$ cat src/rtl/sub_serial_if.sv
// Operand/result bundle for the bit-serial subtractor: start request, operands, result and status.
interface sub_serial_if #(
    parameter int WIDTH = 8
);
    logic             en;
    logic [WIDTH-1:0] a;
    logic [WIDTH-1:0] b;
    logic [WIDTH-1:0] out;
    logic             borrow_out;
    logic             busy;
    logic             done;

    modport master (
        output en, a, b,
        input  out, borrow_out, busy, done
    );

    modport slave (
        input  en, a, b,
        output out, borrow_out, busy, done
    );
endinterface

$ cat src/rtl/sub_serial.sv
// Bit-serial a-b, LSB first, borrow flop; WIDTH+2 cycles per op, start ignored while busy (no queuing).
// SUB_SERIAL_SCRAMBLE_EN: operands arrive scrambled and are XOR-descrambled when loaded.
module sub_serial #(
    parameter int WIDTH = 8
) (
    input  logic        clk,
    input  logic        rst,
    sub_serial_if.slave bus
);
    localparam int CW = (WIDTH > 1) ? $clog2(WIDTH) : 1;

    typedef enum logic [1:0] {
        IDLE = 2'd0,
        SUB  = 2'd1,
        DONE = 2'd2
    } state_t;

    state_t           state;
    state_t           state_nxt;
    logic [WIDTH-1:0] a_reg;
    logic [WIDTH-1:0] b_reg;
    logic [WIDTH-1:0] out_reg;
    logic [WIDTH-1:0] a_in;
    logic [WIDTH-1:0] b_in;
    logic             borrow;
    logic             borrow_reg;
    logic             diff;
    logic             borrow_nxt;
    logic             last;
    logic [CW-1:0]    count;

`ifdef SUB_SERIAL_SCRAMBLE_EN
    // The 8-bit masks tile across wider operands: mask bit i = MASK8[i mod 8].
    function automatic logic [WIDTH-1:0] tile_mask(input logic [7:0] m8);
        logic [WIDTH-1:0] m;
        m = '0;
        for (int i = 0; i < WIDTH; i++) begin
            m[i] = m8[3'(i % 8)];
        end
        return m;
    endfunction

    localparam logic [WIDTH-1:0] A_MASK = tile_mask(8'h6A);
    localparam logic [WIDTH-1:0] B_MASK = tile_mask(8'hD1);

    assign a_in = bus.a ^ A_MASK;
    assign b_in = bus.b ^ B_MASK;
`else
    assign a_in = bus.a;
    assign b_in = bus.b;
`endif

    assign diff       = a_reg[0] ^ b_reg[0] ^ borrow;
    assign borrow_nxt = (~a_reg[0] & b_reg[0]) | (~(a_reg[0] ^ b_reg[0]) & borrow);
    assign last       = (count == CW'(WIDTH - 1));

    always_comb begin
        state_nxt = state;
        case (state)
            IDLE:    if (bus.en) state_nxt = SUB;
            SUB:     if (last) state_nxt = DONE;
            DONE:    state_nxt = IDLE;
            default: state_nxt = IDLE;
        endcase
    end

    always_ff @(posedge clk or posedge rst) begin
        if (rst) begin
            state      <= IDLE;
            a_reg      <= '0;
            b_reg      <= '0;
            borrow     <= 1'b0;
            count      <= '0;
            out_reg    <= '0;
            borrow_reg <= 1'b0;
        end else begin
            state <= state_nxt;
            case (state)
                IDLE: begin
                    if (bus.en) begin
                        a_reg   <= a_in;
                        b_reg   <= b_in;
                        borrow  <= 1'b0;
                        count   <= '0;
                        out_reg <= '0;
                    end
                end
                SUB: begin
                    borrow  <= borrow_nxt;
                    out_reg <= {diff, out_reg[WIDTH-1:1]};
                    a_reg   <= a_reg >> 1;
                    b_reg   <= b_reg >> 1;
                    count   <= count + 1'b1;
                    // Final borrow is the one produced by the MSB step.
                    if (last) borrow_reg <= borrow_nxt;
                end
                default: begin
                end
            endcase
        end
    end

    assign bus.out        = out_reg;
    assign bus.borrow_out = borrow_reg;
    assign bus.busy       = (state == SUB) || (state == DONE);
    assign bus.done       = (state == DONE);
endmodule
$ cat src/flat_wrapper.sv
// flat-port wrapper written by rule: the top's interface ports become plain ports
module sub_serial_flat 
#(
    parameter int WIDTH = 8
)
  (clk, rst, bus_en, bus_a, bus_b, bus_out, bus_borrow_out, bus_busy, bus_done);
  sub_serial_if #(.WIDTH(WIDTH)) bus_i ();
  input  logic clk;
  input  logic rst;
  input wire logic [$bits(bus_i.en)-1:0] bus_en;
  input wire logic [$bits(bus_i.a)-1:0] bus_a;
  input wire logic [$bits(bus_i.b)-1:0] bus_b;
  output wire logic [$bits(bus_i.out)-1:0] bus_out;
  output wire logic [$bits(bus_i.borrow_out)-1:0] bus_borrow_out;
  output wire logic [$bits(bus_i.busy)-1:0] bus_busy;
  output wire logic [$bits(bus_i.done)-1:0] bus_done;
  assign bus_i.en = bus_en;
  assign bus_i.a = bus_a;
  assign bus_i.b = bus_b;
  assign bus_out = bus_i.out;
  assign bus_borrow_out = bus_i.borrow_out;
  assign bus_busy = bus_i.busy;
  assign bus_done = bus_i.done;
  sub_serial #(.WIDTH(WIDTH)) u_core (.clk(clk), .rst(rst), .bus(bus_i));
endmodule
$ cat config.mk
export PLATFORM = sky130hd
export DESIGN_NAME = sub_serial_flat
export DESIGN_NICKNAME = d
export VERILOG_FILES = /design/src/rtl/sub_serial_if.sv /design/src/rtl/sub_serial.sv /design/src/flat_wrapper.sv
export SDC_FILE = /design/constraint.sdc
export NUM_CORES = 1
export LEC_CHECK = 0
export BUFFER_PORTS_ARGS = -buffer_cell sky130_fd_sc_hd__buf_4
export CORE_MARGIN = 4
export CORE_UTILIZATION = 30
export CTS_CLUSTER_DIAMETER = 60
export DETAILED_ROUTE_END_ITERATION = 6
export PLACE_DENSITY_LB_ADDON = 0.3
export SYNTH_ARGS = -nofsm -noshare
export SYNTH_HDL_FRONTEND = slang
export SYNTH_SLANG_ARGS = --single-unit
export TNS_END_PERCENT = 20
$ cat constraint.sdc
create_clock -name clk -period 1.9 [get_ports clk]
set_clock_uncertainty 0.1 [all_clocks]
set_input_delay 0 -clock clk [delete_from_list [all_inputs] [get_ports clk]]
set_output_delay 0 -clock clk [all_outputs]
set_load 0.02 [all_outputs]
Yosys cells after proc, flatten, opt, wreduce, memory -nomap -nowiden
Index checks and enable logic that the tools add are counted.
{"block": "totals", "input_bits": 19, "register_bits": 31}
{"block": "classes", "n_reduce_logical": 6, "add_sub_neg": 1, "eq_ne": 5, "mux": 13, "bitwise": 7}
{"operator": "case mux 8 bit (2 select lines)", "count": 3}
{"operator": "2-to-1 mux 8 bit", "count": 3}
{"operator": "case mux 3 bit (2 select lines)", "count": 1}
{"operator": "AND reduction 2 bit", "count": 3}
{"operator": "2-to-1 mux 2 bit", "count": 2}
{"operator": "case mux 2 bit (2 select lines)", "count": 1}
{"operator": "adder 3 x 1 -> 3 bit, second input constant", "count": 1}
{"operator": "== test 3 bit, second input constant", "count": 1}
{"operator": "2-to-1 mux 3 bit", "count": 1}
{"operator": "AND 1 bit", "count": 2}
{"operator": "== test 2 x 1 -> 1 bit, second input constant", "count": 1}
{"operator": "== test 2 bit, second input constant", "count": 1}
{"operator": "zero test 2 bit", "count": 1}
{"operator": "!= test 2 x 1 -> 1 bit, second input constant", "count": 1}
{"operator": "!= test 2 bit, second input constant", "count": 1}
{"operator": "inverter 1 bit", "count": 2}
{"operator": "case mux 1 bit (2 select lines)", "count": 1}
{"operator": "nonzero test 2 bit", "count": 1}
{"operator": "XOR 1 bit", "count": 2}
{"operator": "logical OR 1 bit", "count": 1}
{"operator": "2-to-1 mux 1 bit", "count": 1}
{"operator": "OR 1 bit", "count": 1}

Logic depth before layout (Yosys ltp)
{"block": "depth", "ltp_word": 5, "mapped_depth": 8, "ltp_nobuf": 5}

Least setup slack after synthesis
OpenSTA, ideal clock, no wires.
{"block": "synth_path", "path_kind": "register to register", "from": "register u_core.state[1]", "to": "register u_core.a_reg[3]", "required_time_ps": 1663, "period_less_slack_ps": 1566, "path_slack_ps": 334, "arrival_ps": 1329, "setup_ps": 137, "path_stages_with_launch": 8, "path_cell_list": "dfrtp_1 -> inv_1 -> ha_1 -> buf_6 -> buf_6 -> mux2_2 -> o22ai_2 -> a21oi_1"}
{"block": "synth_between", "elab_chain_len": 3, "elab_cells_between_ends": 6, "classes_between": "eq/ne (2); mux (1); reduce/logical (3)"}
{"element": "from (decl)", "line": "sub_serial.sv:18", "text": "state_t state;"}
{"element": "from (signal assigned)", "line": "sub_serial.sv:77", "text": "state <= state_nxt;"}
{"element": "== test 2 x 1 -> 1 bit or zero test 2 bit (tied branches)", "line": "sub_serial.sv:78", "text": "case (state)"}
{"element": "nonzero test 2 bit (no source line) or != test 2 bit (tied branches)"}
{"element": "AND reduction 2 bit (no source line)"}
{"element": "to (signal assigned)", "line": "sub_serial.sv:81", "text": "a_reg <= a_in;"}
{"element": "to (signal assigned)", "line": "sub_serial.sv:91", "text": "a_reg <= a_reg >> 1;"}
{"element": "to (decl)", "line": "sub_serial.sv:20", "text": "logic [WIDTH-1:0] a_reg;"}
Several ways; a longest one is shown, not always the timed one.
A chain may end at the register's enable or synchronous reset.

Final worst setup path
{"block": "layout_path", "from": "register u_core.state[1]", "to": "register u_core.a_reg[1]"}
The elaborated chain is that of the path after synthesis.

==> summary.md <==
| Metric | Value |
|---|---|
| Sequential fraction of the synthesis area | a little over two fifths |
| Setup violators final | 0 |
| F_max | ~0.57 GHz |
| Total power | ~4000 uW |
| Slew Viols, Final | 0 |
| Worst-path clk slew | 0.07 ns |
| Top cells by area, synth | dfrtp_1 (42%), o22ai_1 (8.2%), mux2_2 (6.2%), mux2i_1 (5.5%), a21oi_1 (4.7%) |
| Gr busiest metal | met2 |
| Period utilisation layout | 92.0% |
| Power density over the cells | 1680 nW/um2 |
| CTS tree | built |
| Switch Pwr | between 1500 and 2000 uW |
| Ant. Diodes | 0 |
| CP Max Fanout | 29 |
| H-tree depth | 2 |
| Area Overhead vs Synth | 29.6% |
| DRT antenna net count | 0 |
| Grt met1 use | about 17% |
| Clock buffer depth | 2 |
| Async S/R FF share, synth | 100% |
| Met3 Use GR | around 2.8% |
| Post-DP Area | between 2000 and 2500 um2 |
| CP Launch Point | u_core.state[1]$_DFFE_PP0P_ |
| Hold path startpoint | bus_b[7] |
| Die Ht | between 80 and 90 um |
| Final Wtd Congestion | 0.728 |
| Internal | 2420 uW |
| Largest net degree at the start of global routing | 34 |
| Leak | around 0.0010 uW |
| Die ar. | ~7400 um2 |
| Maxcap violations | 0 |
| Hpwl dp | around 2.6 mm |
| Tightest Pin Transition | approximately 0.5 ns |
| Setup TNS | 0 ns |
| Post-Syn Area | 1830 um2 |
| Most frequent cells after synthesis | dfrtp_1 (31), o22ai_1 (24), a21oi_1 (17), o21ai_0 (13), inv_1 (11) |
| 1st-pass router iterations | 4 |
| Yosys top cell by area | dfrtp_1 |
| Worst skew pair latency | ~0.28 ns |
| Netlist cell types | 26 |
| Average cell area after synthesis | ~10 um2 |
| Nets@finish | ~240 |
| Crit path required time | 2.01 ns |
| Final Instance Area | about 2400 um2 |
| CTS Buf Count | 5 |
| Flop pwr share | a little under a third |
| Yosys reg bits | 31 |
| Core Util, Final | 40.0% |
| Ys flop type | dfrtp_1 |
| Vias | roughly 1500 |
| Clk network pwr share | 17.2% |
| Worst Hold Class | input port to flip-flop |
| DRC errors left | 0 |
| Synthesized Nets | 200 |
| Status | finished clean |
| WP data arrival | 1.86 ns |
| Initial Util | between 30% and 40% |
| Number of flops mapped to enable cells by yosys | 0 |
| Postcts setup bufs | 0 |
| Setup CP Type | flip-flop to flip-flop |
| RSZ-0062 raised after global routing | no |
| GR Layer Usage met2 | between 15 and 20% |
| Post-synthesis cell count | between 150 and 200 |
| RR Startpoint | u_core.state[1]$_DFFE_PP0P_ |
| Critical path startpoint category | flip-flop |
| Num ports | 30 |
| Max_slew headroom | approximately two thirds |
| Wirelength per Cell | about 14 um |
| Total GRT Usage | between 10% and 20% |
| CORE AREA | just under 6000 um2 |
| Final worst setup slack | ~0.15 ns |
| Synthesis Warnings | 0 |
| Vias in the first global route | between 1000 and 1500 |
| Count of final hold-check violations | 0 |
| Final WL | 4.00 mm |
| First-pass GRT wire length | roughly 7 mm |
| Rows | 28 |
| Share of layout cells above drive strength 1 | 29.8% |
| 1st-iter DRT viols | 85 |
| Post-cts gate resize count | 0 |
| Worst slack at placement | around 0.16 ns |
| Chip width | about 86 um |
| Most frequent cell after synthesis | dfrtp_1 |
| Yosys top cell area share | a little over two fifths |
| Tmin final | 1.75 ns |
| Vias per cell | 5.01 |
| Switch share | between 30% and 40% |
| Root Driver | clkbuf_8 |
| Port bufs | 29 |
| Initial antenna violation count | 0 |
| Crit. End Element | flip-flop |
| Overflow after GRT | 0 |
| Logic gate share of total power | approximately 52% |
| Max VDD drop | around 660 uV |
| CTS sink count | 31 |
## worst max-delay path: stages, from the launching register on
cell and delay, ns:
dfrtp_1 0.40, inv_1 0.08, ha_1 0.19, buf_12 0.20, nand2b_1 0.26, buf_4 0.20, o22ai_1 0.08, a21oi_1 0.16
## per-layer routing
metal	wire, um	vias up
met2	1840	22
met1	1940	709
met5	0	-
met4	51	0
met3	159	5
li1	-	731
## cell families after synthesis
| family | after synthesis | share of synthesized area (%) |
|---|---|---|
| AO/OA/AOI/OAI | 72 | 25.7 |
| adder cells (fa/ha/maj) | 6 | 4.52 |
| buffers and inverters | 27 | 8.56 |
| flip-flops | 31 | 42.4 |
| multiplexers | 24 | 14.7 |
| AND/OR/NAND/NOR | 15 | 4.11 |
## cells in the final DEF (no fill, tap or decap), drive strengths merged
cell type and instances:
buf 36, dlygate4sd3 15, nor2 3, clkinv 1, nand2 6, a21oi 17, o221ai 1, bufinv 1
inv 11, dfrtp 31, a22oi 9, mux2 14, and2 1, o21ai 13, nand2b 3, ha 5
a22o 2, o22ai 30, clkbuf 6, nand3 1, nor2b 1, fa 1, mux2i 10
## worst paths after layout
path                                                    end  slack, ns  depth (start not counted)
max in group asynchronous       u_core.b_reg[1]$_DFFE_PP0P_       1.14                          4
worst min-delay path            u_core.b_reg[7]$_DFFE_PP0P_       0.02                          4
worst min register to register  u_core.count[0]$_DFFE_PP0P_       0.40                          1
worst max register to register  u_core.a_reg[1]$_DFFE_PP0P_       0.15                          7
worst max-delay path            u_core.a_reg[1]$_DFFE_PP0P_       0.15                          7
min in group asynchronous       u_core.b_reg[3]$_DFFE_PP0P_       0.26                          4
## stage by stage
stage | cells | hold WS [ns]
final | 293 | 0.0174
after global routing | 293 | 0.0365
after CTS | 293 | 0.00276
after detailed placement | 270 | 0.0233
after global placement | 270 | 0.0229
after floorplan | 175 | 0.00351
## timing repair
action / CTS / global route
endpoints found under the hold margin: 45 / 0
hold buffers: 15 / 0
endpoints found under the setup margin: 0 / 0
## final cells by class
class / instances / area [um2]
well taps: 75 / 93.8
flip-flops and latches: 31 / 776
clock inverters: 2 / 35.0
clock buffers: 6 / 82.6
multi-input cells: 117 / 896
fillers: 575 / 3550
inverters: 11 / 41.3
repair buffers: 51 / 445
## power by group through the flow
stage | clock [uW] | combinational, uW | sequential (uW)
2_1_floorplan | 0 | 1570 | 1250
6_report | 681 | 2060 | 1230
4_1_cts | 707 | 2090 | 1230
3_5_place_dp | 0 | 2060 | 1240
3_3_place_gp | 0 | 2040 | 1240
5_1_grt | 737 | 2300 | 1280
Note: power is estimated with default switching activity, not from simulation.
